## config.mk

```make
export PLATFORM = sky130hd
export DESIGN_NAME = p405s_wd_timer_event
export DESIGN_NICKNAME = d
export VERILOG_FILES = /design/src/rtl/p405s_wd_timer_event.sv
export SDC_FILE = /design/constraint.sdc
export NUM_CORES = 1
export LEC_CHECK = 0
export CAP_MARGIN = 20
export CORE_AREA = 2 2 46 48
export DETAILED_ROUTE_END_ITERATION = 16
export DIE_AREA = 0 0 48 50
export PLACE_DENSITY = 0.75
export SETUP_SLACK_MARGIN = 0.2
export SYNTH_ARGS = -nofsm -noshare
export SYNTH_HDL_FRONTEND = slang
export SYNTH_SLANG_ARGS = --single-unit
```

## constraint.sdc

```tcl
create_clock -name CB -period 1.95 [get_ports CB]
set_clock_uncertainty 0.2 [all_clocks]
set_input_delay 0.39 -clock CB [delete_from_list [all_inputs] [get_ports CB]]
set_output_delay 0.39 -clock CB [all_outputs]
set_load 0.05 [all_outputs]
```

## src/rtl/p405s_wd_timer_event.sv

```systemverilog
// p405s_wd_timer_event
// Watchdog / FIT timer event generator. Selects one time-base tap per timer,
// detects 0->1 transitions of the selected tap, and turns them into one-cycle
// status pulses. A watchdog event that finds ENW=WIS=1 raises a reset request
// to the reset logic through a small IDLE/REQ/HOLD sequencer.
//
// Ports
//   CB              core clock, rising edge
//   resetCore_N     asynchronous active-low reset
//   tbTapWd[3:0]    time-base taps for the watchdog period
//   tbTapFit[3:0]   time-base taps for the FIT period
//   tcrWp[1:0]      watchdog tap select
//   tcrFp[1:0]      FIT tap select
//   tcrWrc[1:0]     watchdog reset type (00 none, 01 core, 10 chip, 11 system)
//   tcrWrite        TCR written this cycle; suppresses edge detection
//   timerFreeze     debug freeze; holds taps and suppresses events
//   tsrEnw, tsrWis  current TSR watchdog enable / interrupt status
//   resetAck        reset logic has taken the request
//   wdPulse         one-cycle watchdog period event
//   hwSetFitStatus  one-cycle FIT event
//   hwSetWdIntrp    one-cycle watchdog interrupt status set
//   hwSetWdRst      one-cycle watchdog reset status set
//   wdRstType[1:0]  reset type latched at the last reset request
//   wdResetReq      level reset request, high while in REQ
module p405s_wd_timer_event (
    input  logic       CB,
    input  logic       resetCore_N,
    input  logic [3:0] tbTapWd,
    input  logic [3:0] tbTapFit,
    input  logic [1:0] tcrWp,
    input  logic [1:0] tcrFp,
    input  logic [1:0] tcrWrc,
    input  logic       tcrWrite,
    input  logic       timerFreeze,
    input  logic       tsrEnw,
    input  logic       tsrWis,
    input  logic       resetAck,
    output logic       wdPulse,
    output logic       hwSetFitStatus,
    output logic       hwSetWdIntrp,
    output logic       hwSetWdRst,
    output logic [1:0] wdRstType,
    output logic       wdResetReq
);

    localparam int unsigned CNT_W       = 4;
    localparam int unsigned HOLD_CYCLES = 16;

    typedef enum logic [1:0] {
        IDLE = 2'b00,
        REQ  = 2'b01,
        HOLD = 2'b10
    } state_t;

    state_t           state;
    logic [CNT_W-1:0] hold_cnt;
    logic             wd_tap;
    logic             fit_tap;

    logic wd_sel_c;
    logic fit_sel_c;
    logic eval_c;
    logic wd_edge_c;
    logic fit_edge_c;
    logic rst_hit_c;

    // Selected taps and edge qualification; a TCR write or freeze masks edges
    assign wd_sel_c   = tbTapWd[tcrWp];
    assign fit_sel_c  = tbTapFit[tcrFp];
    assign eval_c     = ~tcrWrite & ~timerFreeze;
    assign wd_edge_c  = eval_c & wd_sel_c & ~wd_tap;
    assign fit_edge_c = eval_c & fit_sel_c & ~fit_tap;

    // Reset request only when enabled, already interrupted, a type is set,
    // and no earlier request is still being serviced
    assign rst_hit_c  = wd_edge_c & tsrEnw & tsrWis & (tcrWrc != 2'b00) & (state == IDLE);

    // Tap history, event pulses and reset-request sequencer
    always_ff @(posedge CB or negedge resetCore_N) begin
        if (!resetCore_N) begin
            state          <= IDLE;
            hold_cnt       <= '0;
            wd_tap         <= 1'b0;
            fit_tap        <= 1'b0;
            wdPulse        <= 1'b0;
            hwSetFitStatus <= 1'b0;
            hwSetWdIntrp   <= 1'b0;
            hwSetWdRst     <= 1'b0;
            wdRstType      <= 2'b00;
            wdResetReq     <= 1'b0;
        end else begin
            // Freeze holds the history so the first edge after release is
            // judged against the pre-freeze value; a TCR write just reloads
            if (!timerFreeze) begin
                wd_tap  <= wd_sel_c;
                fit_tap <= fit_sel_c;
            end

            wdPulse        <= wd_edge_c;
            hwSetFitStatus <= fit_edge_c;
            hwSetWdIntrp   <= wd_edge_c & tsrEnw & ~tsrWis;
            hwSetWdRst     <= rst_hit_c;

            case (state)
                IDLE: begin
                    if (rst_hit_c) begin
                        state      <= REQ;
                        wdRstType  <= tcrWrc;
                        wdResetReq <= 1'b1;
                    end
                end
                REQ: begin
                    if (resetAck) begin
                        state      <= HOLD;
                        hold_cnt   <= CNT_W'(HOLD_CYCLES - 1);
                        wdResetReq <= 1'b0;
                    end
                end
                HOLD: begin
                    // Counts 15..0, so HOLD lasts exactly 16 cycles
                    if (hold_cnt == '0) begin
                        state <= IDLE;
                    end else begin
                        hold_cnt <= hold_cnt - CNT_W'(1);
                    end
                end
                default: begin
                    state      <= IDLE;
                    wdResetReq <= 1'b0;
                end
            endcase
        end
    end

endmodule
```

# After elaboration in Yosys (flattened, before gate mapping)

Cells that the tools add are included.

Bits in registers: 15
Bits of input ports: 21
Word-level logic and storage cells: 57

Add/sub/neg operators: 1
Magnitude comparators: 2
Eq/ne operators: 6
Mux-type cells: 14
Bitwise logic cells: 16
Reduce and logical (&&, ||, !) cells: 8

Operator list:

| cell                                                                   | number |
|---|---|
| 1-bit bitwise AND                                                      | 10 |
| 3-bit AND reduction                                                    | 3 |
| 4-bit 2-to-1 mux                                                       | 2 |
| 2-bit != test (second input constant)                                  | 4 |
| 4-bit one-hot mux with 2 select lines                                  | 1 |
| 2-bit by 3-bit < comparator with 1-bit output (second input constant)  | 2 |
| 2-bit 2-to-1 mux                                                       | 3 |
| 1-bit inverter                                                         | 6 |
| 2-bit one-hot mux with 3 select lines                                  | 1 |
| 1-bit binary-select mux with 2-bit select                              | 2 |
| 4-bit zero test                                                        | 1 |
| 1-bit 2-to-1 mux                                                       | 4 |
| 2-bit nonzero test                                                     | 2 |
| 4-bit by 1-bit subtractor with 4-bit output (second input constant)    | 1 |
| 1-bit one-hot mux with 3 select lines                                  | 1 |
| 2-bit by 1-bit equality test with 1-bit output (second input constant) | 1 |
| 2-bit equality test (second input constant)                            | 1 |
| 2-bit zero test                                                        | 1 |
| 2-bit AND reduction                                                    | 1 |

# Longest topological paths before layout

Gate-level depths: netlist of the first run.

Depth in word-level cells: 10
Depth in mapped cells: 5
Gate-level depth less buffers: 5

# Least setup slack after synthesis of the first run

OpenSTA, ideal clock, no wires.

Path kind: reg2reg
Start: register hold_cnt[0]
End: register hold_cnt[3]
Setup time: 132 ps
Arrival: 1400 ps
Data required time: 1618 ps
Slack: 219 ps
Stages on the path, launching flop included: 6
Buffers on the path: 0
Period minus slack after synthesis: 1731 ps
Path through: dfrtp_1 > inv_1 > ha_1 > or3b_1 > nor4b_1 > or3b_1

Cells in the longest elaborated chain, start to end: 3

RTL lines:

| what                                                                           | line     | text |
|---|---|---|
| start, declared                                                                | 56       | `logic [CNT_W-1:0] hold_cnt;` |
| start signal, assigned                                                         | 115      | `hold_cnt <= CNT_W'(HOLD_CYCLES - 1);` |
| start signal, assigned                                                         | 124      | `hold_cnt <= hold_cnt - CNT_W'(1);` |
| 4-bit by 1-bit subtractor with 4-bit output or 4-bit zero test (tied branches) | 124, 121 |  |
| 4-bit 2-to-1 mux or 2-bit != test (tied branches)                              | -        |  |
| 4-bit one-hot mux with 2 select lines or 3-bit AND reduction (tied branches)   | -        |  |

Parallel ways exist; a longest one is shown, timed or not. The select of a mux whose other input is x is not followed.
A chain may end at the register's enable or synchronous reset.

# Worst setup path after layout of the first run

Ends and elaborated chain as after synthesis.

==> results.cfg, run 1 <==
[sta]
hold_viol = 0
min_period_ns = 1.799
rsz0062_at_grt = yes
maxSlewViolCount = 0
fin_crit_sh_pct = 92.26
setup_violations = 0
fmax_mhz = 555.8
slew_headroom_pct = 82.85
worst_slew_pin_slew_ns = 0.2559
holdWs_ns = 0.2144
setup-tns-final_ns = 0

[drt]
first_pass_iters = 2
wl_per_cell_um = 11.13
postRouteWirelength_um = 1335
drtAntennaViolNets = 0
via_per_inst = 4.750
drcViolationCount = 0
drt_iter0_drc = 5
vias = 570

[floorplanning]
start_util_pct = 37.83
dieArea_mm2 = 0.002400
die_height_um = 50
rows = 16
core_area_mm2 = 0.001902
num_io_pins = 28
die_w_um = 48

[cells_and_area]
antenna_cells = 0
area_growth_pct = 52.00
drive_above_1_share_pct = 31.18
nets = 116
finalNonFillerCells = 120

[grt]
grt_use_total_pct = 13.32
antenna_found_initial = 0
grt_pass1_wl_um = 2228
overflow = 0
grt_max_degree = 16
grt_pass1_vias = 569

[cts]
cts_tree = yes
cts_sinks = 15
clkLatencyLatePin_ns = 0.28
cts_htree_levels = 1
root_buffer = clkbuf_4
cts_buffer_depth = 2
clk_pin_slew_ns = 0.09
numCtsBuffers = 3

[synthesis]
ys_warn_count = 0
synth_area_um2 = 719.4
netlist_instances = 56
ys.flop_type = dfrtp_1
synth_cell_types = 26
synthArstFlopShare_pct = 100.0
synth_fp_nets = 78
avgSynthCellArea_um2 = 12.85
ys_ff_latch = 15
synth.yosys.seq_area_share_pct = 52.17
synth_edf_count = 0

[power]
leakage_nw = 0.5342
powerDensity_mw_per_mm2 = 973.5
peakVddDrop_mv = 0.4681

[placed_design]
portBuffers = 27
routabilityCongestion = 0.7752
dp_cells = 114
hpwl_um = 1010

[setup_path]
setup.worst_path.end = hold_cnt[3]
cp_data_required_time_ns = 1.91
worstReg2RegStart = hold_cnt[0]
critPathArrivalTime_ns = 1.76
rr_worst_depth = 5
worst_setup_path_end_kind = flip-flop
reg2reg_slack_ns = 0.15
r2r_end = hold_cnt[3]
crit_path_start_kind = flip-flop
crit_start = hold_cnt[0]
path_class = flip-flop to flip-flop
path_max_fanout = 3

[run]
max_cap_viol_count = 0

[run_status]
status = complete, no violations

[min_path]
min_path_type = primary input to async pin
[Yosys cell counts (2+ instances only)]
cell type / n / area share, %
nand2_1: 5 / 2.6
nor2b_1: 2 / 1.7
mux2_4: 2 / 4.2
or3b_1: 2 / 2.4
mux2_2: 2 / 3.1
inv_1: 5 / 2.6
o21ai_0: 3 / 2.1
mux4_2: 2 / 6.3
nor4b_1: 2 / 2.4
dfrtp_1: 15 / 52
[state kept, by name, summed over array words and instances (netlist names)]
register	cells
hold_cnt	4
state	2
wdRstType	2
fit_tap	1
hwSetFitStatus	1
hwSetWdIntrp	1
hwSetWdRst	1
wdPulse	1
wdResetReq	1
wd_tap	1
[layer usage]
layer / routed length (um) / global-route usage [%] / part of all wire, % / vias to the layer above
li1: - / - / - / 278
met1: 561 / 13.67 / 42 / 265
met2: 652 / 22.44 / 49 / 22
met3: 74 / 2.564 / 5.5 / 5
met4: 46 / 9.459 / 3.4 / 0
met5: 0 / 0 / 0 / -
[what timing repair did]
action,in CTS,in global routing
cloned,0,0
pin swaps,1,0
hold buffers,0,0
buffers inserted,1,1
hold endpoints to repair,0,0
resized for setup,3,5
setup endpoints to repair,8,4
[kinds of logic after synthesis]
kind of cell / share of synthesized area [%]
AOI/OAI and AO/OA: 8.696
adders and majority gates: 1.739
buffers and inverters: 2.609
DFF: 52.17
muxes: 14.96
and+or+nand+nor: 19.83
[layout by cell type, fill, tap and decap left out]
cell	n
dfrtp_1	15
clkdlybuf4s50_1	15
buf_4	13
inv_1	5
nand2_1	5
dlymetal6s2s_1	4
o21ai_0	3
clkbuf_4	3
mux4_2	2
nor4b_1	2
mux2_2	2
mux2_4	2
nor3_2	1
nor3b_1	1
and4bb_2	1
o2111ai_4	1
nor2b_1	1
or4b_1	1
nand3_1	1
and3b_1	1
nor2_1	1
nand2b_1	1
or3b_4	1
nor2b_2	1
mux2i_1	1
a311oi_1	1
a21oi_1	1
o31ai_1	1
or2_2	1
or3_1	1
or3b_1	1
ha_2	1
clkbuf_1	1
dlygate4sd2_1	1
[per-stage QoR]
stage	setup WS (ns)	instance area [um2]	total power [mW]	utilization, %
after floorplan	0.2185	719.4	0.7164	-
after global placement	-0.2417	1036	0.8485	54.47
after detailed placement	-0.2710	1036	0.8545	54.47
final	0.1509	1094	1.065	57.50
after CTS	0.1518	1074	1.062	56.45
after global routing	0.07355	1094	1.154	57.50
[worst min-delay path by stage]
stage	endpoint	cells past startpoint
floorplan	fit_tap	0
global placement	hwSetFitStatus	1
detailed placement	hwSetFitStatus	1
CTS	hwSetWdIntrp	2
global route	hwSetWdIntrp	2
finish	hold_cnt[1]	2
[critical path: stages (launching register included)]
cell and delay (ns):
dfrtp_1 0.39, inv_1 0.06, ha_2 0.16, or3b_4 0.38, nor4b_1 0.15, or3b_1 0.35
[where the power goes]
group | total, mW | leakage, nW | internal [mW] | switching, mW
sequential | 0.462 | 0.191 | 0.394 | 0.0680
clock | 0.177 | 0.0150 | 0.0794 | 0.0975
combinational | 0.425 | 0.328 | 0.215 | 0.210
total | 1.06 | 0.534 | 0.689 | 0.376
[final cells by class]
class                      instances  area (um2)
sequential                        15       375.4
tap                               27       33.78
fill                             151       808.3
clock buffer                       4       26.28
timing repair buffer              33       306.5
inverter                           5       18.77
multi-input combinational         36       332.8
Note: power is estimated with default switching activity, not from simulation.
==> run 2: changes to the inputs <==
RECOVER_POWER = 50   (was not set)
==> run 2 against run 1 <==
Critical path depth did not move. Sequential share of layout area rose by 0.48 points. Global-route usage did not move. Largest cell class unchanged. Wire length did not move. Utilization fell by 0.79 points. Critical path type unchanged. Final cell count did not move.
==> results.cfg, run 2 (synthesized netlist as in run 1, its figures left out) <==
[run_status]
status = complete, no violations

[cells_and_area]
final_cell_area_mm2 = 0.001079
antenna_cells = 0
final_common_cell = dfrtp_1
top_register = hold_cnt
top_regs = hold_cnt: 4 flops, state: 2 flops, wdRstType: 2 flops
final_cell_mix = dfrtp_1 (15), clkdlybuf4s50_1 (14), buf_4 (9)
post-route-util_pct = 56.71
largest_reg_flops = 4
drive_above_1_share_pct = 26.88
nets = 116
area_growth_pct = 49.91

[floorplanning]
die_height_um = 50
core_area_mm2 = 0.001902
rows = 16
die_w_um = 48
dieArea_mm2 = 0.002400
start_util_pct = 37.83
num_io_pins = 28

[sta]
slew_headroom_pct = 48.92
fmax_mhz = 555.8
rsz0062_at_grt = yes
fin_ws_ns = 0.1509
min_period_ns = 1.799
fin_crit_sh_pct = 92.26
worst_slew_pin_slew_ns = 0.7662
setup_violations = 0
maxSlewViolCount = 0
hold_viol = 0

[setup_path]
crit_path_start_kind = flip-flop
worst_setup_path_end_kind = flip-flop
path_cells = inv_1 -> ha_2 -> or3b_4 -> nor4b_1 -> or3b_1
critPathArrivalTime_ns = 1.76
max_stage_delay_ns = 0.39
path_max_fanout = 3
cpMaxStageDelayCell = dfrtp_1
path_class = flip-flop to flip-flop
cp_data_required_time_ns = 1.91

[placed_design]
routabilityCongestion = 0.7752
post_dp_cell_area_mm2 = 0.001036
hpwl_um = 1010
post-place-ws_ns = -0.2710
portBuffers = 27

[cts]
clk_pin_slew_ns = 0.09
root_buffer = clkbuf_4
cts_htree_levels = 1
cts_tree = yes
numCtsBuffers = 3
clkLatencyLatePin_ns = 0.28
cts_sinks = 15
cts_buffer_depth = 2

[run]
max_cap_viol_count = 0

[grt]
grt_use_total_pct = 13.32
grt_pass1_wl_um = 2228
grt_max_degree = 16
overflow = 0
antenna_found_initial = 0
grt_pass1_vias = 569

[drt]
first_pass_iters = 2
drtAntennaViolNets = 0
postRouteWirelength_um = 1335
drcViolationCount = 0
wl_per_cell_um = 11.13
via_per_inst = 4.758
drt_iter0_drc = 5
vias = 571

[power]
leakage_nw = 0.5182
peakVddDrop_mv = 0.4679
powerDensity_mw_per_mm2 = 983.9
power_mw = 1.061

[min_path]
min_path_type = flip-flop to flip-flop
[run 2: cell type report]
type                            instances  area (um2)
Timing Repair Buffer                   33       291.5
Clock buffer                            4       26.28
Inverter                                5       18.77
Sequential cell                        15       375.4
Tap cell                               27       33.78
Fill cell                             153       823.3
Multi-Input combinational cell         36       332.8
[run 2: what timing repair did]
item | CTS | global route
buffers inserted | 1 | 1
pin swaps | 1 | 0
endpoints found under the setup margin | 8 | 4
gates resized for setup | 3 | 5
hold buffers | 0 | 0
[run 2: power breakdown]
| part | internal, mW | switching [mW] | total (mW) |
|---|---|---|---|
| Combinational | 0.212 | 0.210 | 0.422 |
| Clock | 0.0794 | 0.0975 | 0.177 |
| Sequential | 0.394 | 0.0680 | 0.462 |
| Total | 0.686 | 0.376 | 1.06 |
[run 2: worst paths after layout]
| kind | startpoint | endpoint | slack, ns | depth (start not counted) |
|---|---|---|---|---|
| worst max-delay path | hold_cnt[0] | hold_cnt[3] | 0.15 | 5 |
| worst min-delay path | fit_tap | hwSetFitStatus | 0.24 | 1 |
| worst max register to register | hold_cnt[0] | hold_cnt[3] | 0.15 | 5 |
| worst min register to register | fit_tap | hwSetFitStatus | 0.24 | 1 |
| max in group asynchronous | resetCore_N | hwSetFitStatus | 0.59 | 2 |
| min in group asynchronous | resetCore_N | hold_cnt[1] | 0.49 | 2 |
[run 2: per-stage QoR]
| stage | std cells | hold WS (ns) | TNS [ns] |
|---|---|---|---|
| 2_1_floorplan | 56 | -0.1056 | 0 |
| 5_1_grt | 120 | 0.2645 | 0 |
| 3_5_place_dp | 114 | 0.2287 | -1.350 |
| 6_report | 120 | 0.2379 | 0 |
| 3_3_place_gp | 114 | 0.2183 | -1.174 |
| 4_1_cts | 119 | 0.2192 | 0 |
[run 2: metal layers]
layer / track usage, % / vias up / wire (um)
li1: - / 279 / -
met1: 13.67 / 265 / 563
met2: 22.44 / 22 / 649
met3: 2.564 / 5 / 75
met4: 9.459 / 0 / 46
met5: 0 / - / 0
[run 2: critical path, delay by kind of cell, from the launching register on]
family | cells | cell delay [ns]
DFF | 1 | 0.39
adders and majority gates | 1 | 0.16
and+or+nand+nor | 3 | 0.88
buffers and inverters | 1 | 0.06
